$ cat config.mk
export PLATFORM = sky130hd
export DESIGN_NAME = phase_sequencer
export DESIGN_NICKNAME = d
export VERILOG_FILES = /design/src/rtl/phase_sequencer_pkg.sv /design/src/rtl/phase_sequencer_btn_sync_edge.sv /design/src/rtl/phase_sequencer.sv
export SDC_FILE = /design/constraint.sdc
export NUM_CORES = 1
export LEC_CHECK = 0
export ABC_AREA = 1
export CAP_MARGIN = 20
export CORE_MARGIN = 5
export CORE_UTILIZATION = 35
export DETAILED_ROUTE_END_ITERATION = 8
export HOLD_SLACK_MARGIN = 0.1
export SLEW_MARGIN = 15
export SYNTH_ARGS = -nofsm -noshare
export SYNTH_HDL_FRONTEND = slang
export SYNTH_HIERARCHICAL = 1
export SYNTH_SLANG_ARGS = --single-unit
$ cat constraint.sdc
create_clock -name clock -period 1.8 [get_ports clock]
set_input_delay 0.45 -clock clock [delete_from_list [all_inputs] [get_ports clock]]
set_output_delay 0.45 -clock clock [all_outputs]
set_load 0.01 [all_outputs]
$ cat src/rtl/phase_sequencer_pkg.sv
// Shared types and constants for the instruction phase sequencer.
package phase_pkg;

    typedef enum logic [1:0] {
        IDLE   = 2'd0,
        RUN    = 2'd1,
        STEP   = 2'd2,
        HALTED = 2'd3
    } state_t;

    localparam int DEF_NUM_PHASES = 5;

    localparam logic [2:0] PH_FETCH  = 3'd0;
    localparam logic [2:0] PH_DECODE = 3'd1;
    localparam logic [2:0] PH_EXEC   = 3'd2;
    localparam logic [2:0] PH_MEM    = 3'd3;
    localparam logic [2:0] PH_WB     = 3'd4;

endpackage

$ cat src/rtl/phase_sequencer_btn_sync_edge.sv
// Raw push-button synchronizer followed by a registered rising-edge detector.
module btn_sync_edge #(
    parameter int SYNC_STAGES = 2
) (
    input  logic clock,
    input  logic reset,
    input  logic btn,
    output logic pulse
);

    logic [SYNC_STAGES-1:0] sync;
    logic                   prev;

    always_ff @(posedge clock or posedge reset) begin
        if (reset) begin
            sync  <= '0;
            prev  <= 1'b0;
            pulse <= 1'b0;
        end else begin
            sync  <= {sync[SYNC_STAGES-2:0], btn};
            prev  <= sync[SYNC_STAGES-1];
            pulse <= sync[SYNC_STAGES-1] & ~prev;
        end
    end

endmodule

$ cat src/rtl/phase_sequencer.sv
// Instruction phase sequencer: run/stop, single step and halt at instruction boundaries.
//
// state  | meaning
// IDLE   | stopped at a boundary, phase held at 0
// RUN    | free-running instructions until stop request or halt
// STEP   | executing exactly one instruction, then back to IDLE
// HALTED | datapath halt seen at a boundary, waiting for exec
module phase_sequencer
    import phase_pkg::*;
#(
    parameter int NUM_PHASES  = DEF_NUM_PHASES,
    parameter int CNT_W       = 16,
    parameter int SYNC_STAGES = 2
) (
    input  logic                  clock,
    input  logic                  reset,
    input  logic                  exec,
    input  logic                  step,
    input  logic                  halt,
    input  logic                  stall,
    output logic [2:0]            phase,
    output logic [NUM_PHASES-1:0] p_en,
    output logic                  running,
    output logic                  halted,
    output logic [CNT_W-1:0]      instr_count
);

    localparam logic [2:0] LAST_PHASE = 3'(NUM_PHASES - 1);

    state_t state;
    logic   stop_req;
    logic   exec_pulse;
    logic   step_pulse;

    btn_sync_edge #(.SYNC_STAGES(SYNC_STAGES)) u_exec_sync (
        .clock (clock),
        .reset (reset),
        .btn   (exec),
        .pulse (exec_pulse)
    );

    btn_sync_edge #(.SYNC_STAGES(SYNC_STAGES)) u_step_sync (
        .clock (clock),
        .reset (reset),
        .btn   (step),
        .pulse (step_pulse)
    );

    always_ff @(posedge clock or posedge reset) begin
        if (reset) begin
            state       <= IDLE;
            phase       <= 3'd0;
            running     <= 1'b0;
            halted      <= 1'b0;
            instr_count <= '0;
            stop_req    <= 1'b0;
        end else begin
            case (state)
                IDLE: begin
                    phase <= 3'd0;
                    if (exec_pulse) begin
                        state   <= RUN;
                        running <= 1'b1;
                    end else if (step_pulse) begin
                        state   <= STEP;
                        running <= 1'b1;
                    end
                end
                RUN, STEP: begin
                    if (state == RUN && exec_pulse)
                        stop_req <= 1'b1;
                    if (!stall) begin
                        if (phase == LAST_PHASE) begin
                            instr_count <= instr_count + CNT_W'(1);
                            phase       <= 3'd0;
                            // A late exec pulse still stops at this same boundary.
                            if (halt) begin
                                state    <= HALTED;
                                running  <= 1'b0;
                                halted   <= 1'b1;
                                stop_req <= 1'b0;
                            end else if (state == STEP || stop_req || exec_pulse) begin
                                state    <= IDLE;
                                running  <= 1'b0;
                                stop_req <= 1'b0;
                            end
                        end else begin
                            phase <= phase + 3'd1;
                        end
                    end
                end
                HALTED: begin
                    phase <= 3'd0;
                    if (exec_pulse) begin
                        state  <= IDLE;
                        halted <= 1'b0;
                    end
                end
                default: begin
                    state   <= IDLE;
                    phase   <= 3'd0;
                    running <= 1'b0;
                    halted  <= 1'b0;
                end
            endcase
        end
    end

    // Decoded only from registered state and the synchronous stall, so glitch-free.
    always_comb begin
        p_en = '0;
        for (int i = 0; i < NUM_PHASES; i++) begin
            if (running && !stall && phase == 3'(i))
                p_en[i] = 1'b1;
        end
    end

endmodule

; ---- Word-level counts from Yosys, hierarchy flattened
; Index checks and enable logic that the tools add are counted.
[totals]
ff_bits = 32
in_bits = 6
[op_classes]
add_sub_neg = 2
eq_ne = 13
mux = 33
n_bitwise = 5
n_reduce_logical = 20
[ops]
columns = operator, n
row1 = $mux 1, 20
row2 = $add 16x1->16 const B, 1
row3 = $reduce_and 5->1, 3
row4 = $mux 2, 7
row5 = $logic_and 1x1->1, 7
row6 = $eq 3x2->1 const B, 2
row7 = $mux 3, 2
row8 = $ne 2x2->1 const B, 3
row9 = $pmux 2 s3, 1
row10 = $pmux 3 s2, 1
row11 = $eq 2x2->1 const B, 2
row12 = $pmux 1 s2, 2
row13 = $reduce_bool 2->1, 2
row14 = $reduce_or 2->1, 2
row15 = $add 3x1->3 const B, 1
row16 = $eq 3x1->1 const B, 1
row17 = $eq 3x3->1 const B, 1
row18 = $logic_not 3->1, 1
row19 = $ne 3x1->1 const B, 1
row20 = $ne 3x3->1 const B, 1
row21 = $not 1->1, 3
row22 = $reduce_and 3->1, 1
row23 = $and 1x1->1, 2
row24 = $eq 2x1->1 const B, 1
row25 = other kinds (4), 5

; ---- Logic depth before layout (Yosys ltp)
[logic_depth]
ltp_word = 8
ltp_mapped = 10

; ---- By module
; The synthesis kept the hierarchy.
[modules_own_cells]
columns = mod, instances, cells_each, area_per_inst_um2, seq_area_each_um2
row1 = phase_sequencer, 1, 189, 1505.2, 600.6
row2 = btn_sync_edge, 2, 7, 113.9, 100.1

; ---- Worst setup path before layout
; OpenSTA, ideal clock, no wires.
[synth_timing]
path_kind = flip-flop to flip-flop
start = reg state[0]
end = reg instr_count[12]
setup_time_ns = 0.113
arrival_time_ns = 1.418
required_ns = 1.687
setup_slack_ns = 0.269
path_stages_with_launch = 10
path_cell_list = dfrtp_1 > inv_1 > ha_1 > nand2_4 > nor2_8 > nand2_4 > nor2_4 > nand3_1 > nand2_1 > inv_1
[synth_via]
elab_chain_cells = 3
word_cells_on_any_way = 4
cone_classes = eq/ne (2) / reduce/logical (2)
[synth_lines]
columns = element, line
row1 = start: declaration, phase_sequencer.sv:30  ; state_t state;
row2 = start signal: assignment, phase_sequencer.sv:51  ; state <= IDLE;
row3 = start signal: assignment, phase_sequencer.sv:62  ; state <= RUN;
row4 = start signal: assignment, phase_sequencer.sv:65  ; state <= STEP;
row5 = $eq 2x1->1 / $eq 2x2->1 (equally long branches), phase_sequencer.sv:58  ; case (state)
row6 = $reduce_or 2->1 *, phase_sequencer.sv:58
row7 = $reduce_and 3->1 (no source line) *, -
row8 = end signal: assignment, phase_sequencer.sv:74  ; instr_count <= instr_count + CNT_W'(1);
row9 = end: declaration, phase_sequencer.sv:25  ; output logic [CNT_W-1:0] instr_count
; Mark *: on every way between the ends. The rest lies on a longest branch, timed or not.
; A chain may end at the register's enable or synchronous reset.

; ---- Worst setup path after layout
[layout_timing]
start = reg instr_count[10]
end = out instr_count[10]
; No word-level cell between the ends.

==> results.md <==
* Status: complete, no violations
* Mapped Cells at around 200
* Pwr Total at 2.28 mW
* Vias in the first global route at 1430
* ANT nets after route at 0
* Worst clock skew at about 0.0079 ns
* Cell family with most CP delay: buffers and inverters
* Die height at approximately 80 um
* WHS Endpoint: u_step_sync/sync[1]
* Final Slew Violations at 0
* CTS buffer count at 5
* Die area at 0.00646 sq mm
* Worst hold path startpoint: u_step_sync/sync[0]
* CP max stage cell: clkdlybuf4s50_1
* Reg2reg end: instr_count[14]
* Hold path cells at 0
* Minimum clock period at 1.73 ns
* Final Hold Viols at 0
* Cell area power density at between 900 and 1000 mW/mm^2
* I/O pins at 32
* N_diodes at 0
* DRC violations left at 0
* Vias/cell at ~4.3
* Worst-Margin Slew at about 0.32 ns
* DRT Pass-1 Iters at 4
* Peak Freq at 579 MHz
* Worst VDD drop at between 400 and 500 uV
* Clock buffer depth at 2
* R2r setup slk at roughly 0.19 ns
* CP required at about 1.4 ns
* Pin count of the biggest net entering global routing at 25
* Ratio of cells with drive above 1 in the final layout at 22.0%
* Crit path buffers/inverters at 1
* Netlist Area Pre-Place at ~0.0017 sq mm
* Sink Count at 32
* Area after DPL at ~0.0023 sq mm
* Die W at 80.4 um
* Lkg Pwr at 1.25 nW
* R2R cell count at 9
* Crit path DAT at 1.28 ns
* Worst setup path startpoint: instr_count[10]
* FF-to-FF Start: state[0]
* Place WS at -0.409 ns
* Cells along the critical path: clkdlybuf4s50_1
* Via count at 1387
* Worst setup slack after layout at 0.0742 ns
* Global-route wire length before repair at between 6000 and 7000 um
* GRT Total Usage at between 10% and 20%
* WP depth at 1
* Sequential area share after synthesis at about 46%
* Critical path class: reg2out
* Total gr overflow at 0
* Critical Path Fanout Max at 4
* Slew headroom at between 70 and 80%
* FF+latch count, synth at 32
* Period utilization at between 90% and 100%
* Antenna violations before repair at 0
* Area Growth Syn to Fin at 37.2%
* Yosys cell types at 22
* Setup_tns at 0 ns
* Drt initial violations at 33
* IO Port Bufs at 31
* Core ar. at about 0.0048 sq mm
* Type of the tightest min-delay check: reg2reg
* Syn_nets at roughly 220
* Clock Pin Slew Worst Setup and Hold Paths at around 0.07 ns
* CTS tree: done
* Crit path largest cell delay at 0.57 ns
* RSZ-0062 raised after global routing: yes
* DR WL/cell at 10.7 um
* Hold Slack at around 0.35 ns
* Final Cell Area at about 0.0024 sq mm
* Layout net count at approximately 280
* Setup crit start kind: flip-flop
* CTS root buf: clkbuf_8
* Drt total wl at ~3500 um
* Clock latency on the worst-skew pair at between 0.2 and 0.3 ns
* Rows at 25
* Avg Inst Size Synth at 8.54 sq um
* GPL Wtd Cong at between 0.7 and 0.8
* H-Tree Depth at 2
* DP Wirelength at approximately 2800 um
* Yosys warning count at 6
* Initial core utilization at 36.4%
* MaxCap Viol Count at 0
* Crit path capture type: output pin
* Endpoints failing setup at 0
layer usage:
layer  routed length (um)  global-route usage [%]  vias to the layer above  part of all wire (%)
li1                     -                       -                      736                     -
met1                 1610                    16.2                      624                    46
met2                 1690                    21.3                       22                    48
met3                  161                    3.48                        5                   4.6
met4                   47                    4.05                        0                   1.3
met5                    0                       0                        -                     0
Yosys cell counts:
cell type	number	area (sq um)
o21bai_1	2	15.0
nand3_1	11	55.1
o21ai_0	6	30.0
inv_1	30	113
nor2_1	22	82.6
xor2_1	5	43.8
nor2_4	4	45.0
nand3b_1	2	15.0
a21oi_1	1	5.00
nor2_8	1	20.0
nand3_2	2	20.0
nand2_4	5	56.3
ha_1	10	125
nor3_1	5	25.0
o32ai_1	1	8.76
nand2_2	1	6.26
nor2_2	4	25.0
inv_2	2	7.51
nand4_1	2	12.5
nand2_1	52	195
dfrtp_1	32	801
xnor2_1	3	26.3
per-stage QoR:
step	util, %	instances
after floorplan	-	203
after global placement	47.4	318
after detailed placement	47.4	318
after CTS	49.5	326
after global routing	50.0	326
final	50.0	326
report_power, final:
group | total, mW | switching (mW) | internal [mW]
Clock | 0.591 | 0.251 | 0.340
Sequential | 0.845 | 0.0509 | 0.794
Combinational | 0.847 | 0.458 | 0.389
worst reg2reg max path, stage by stage (launching register included):
cell	delay, ns
dfrtp_1	0.34
inv_1	0.06
ha_1	0.43
inv_2	0.10
nor2_4	0.13
nand3_2	0.11
nor2_2	0.15
nand3_1	0.08
nand2_1	0.07
inv_1	0.04
cell usage in the layout (no fill, tap or decap), drive strengths merged:
cell,n
a21oi,1
buf,24
clkbuf,7
clkdlybuf4s50,23
dfrtp,32
dlymetal6s2s,2
ha,10
inv,32
nand2,58
nand3,13
nand3b,2
nand4,2
nor2,31
nor3,5
o21ai,6
o21bai,2
o32ai,1
xnor2,3
xor2,5
cells by family after synthesis:
logic type / synth area share [%]
fa+ha+maj: 7.22
xor+xnor: 4.04
compound gates: 3.39
flops: 46.2
simple gates: 32.2
buf+inv: 6.93
layout make-up:
cell class / count / area [sq um]
Fill cell: 486 / 2380
Clock buffer: 7 / 96.3
Timing Repair Buffer: 49 / 427
Sequential cell: 32 / 801
Tap cell: 67 / 83.8
Multi-Input combinational cell: 139 / 850
Inverter: 32 / 120
worst max path at each step:
stage / end / slack, ns
CTS: p_en[2] / 0.03
global placement: p_en[0] / -0.38
detailed placement: p_en[0] / -0.41
floorplan: instr_count[12] / 0.27
global route: p_en[2] / -0.02
finish: instr_count[10] / 0.07
sequential cells by signal, indices dropped and copies added, names as in the netlist, 2 cells and up:
register / cells
instr_count: 16
phase: 3
state: 2
u_exec_sync/sync: 2
u_step_sync/sync: 2
timing repair:
| item | CTS | global route |
|---|---|---|
| gates resized for setup | 27 | 7 |
| setup endpoints to repair | 5 | 6 |
| hold endpoints to repair | 0 | 0 |
| buffers inserted | 1 | 0 |
| pin swaps | 1 | 4 |
| cloned | 0 | 0 |
| hold buffers | 0 | 0 |
No activity file was read; power rests on OpenSTA's default activity.
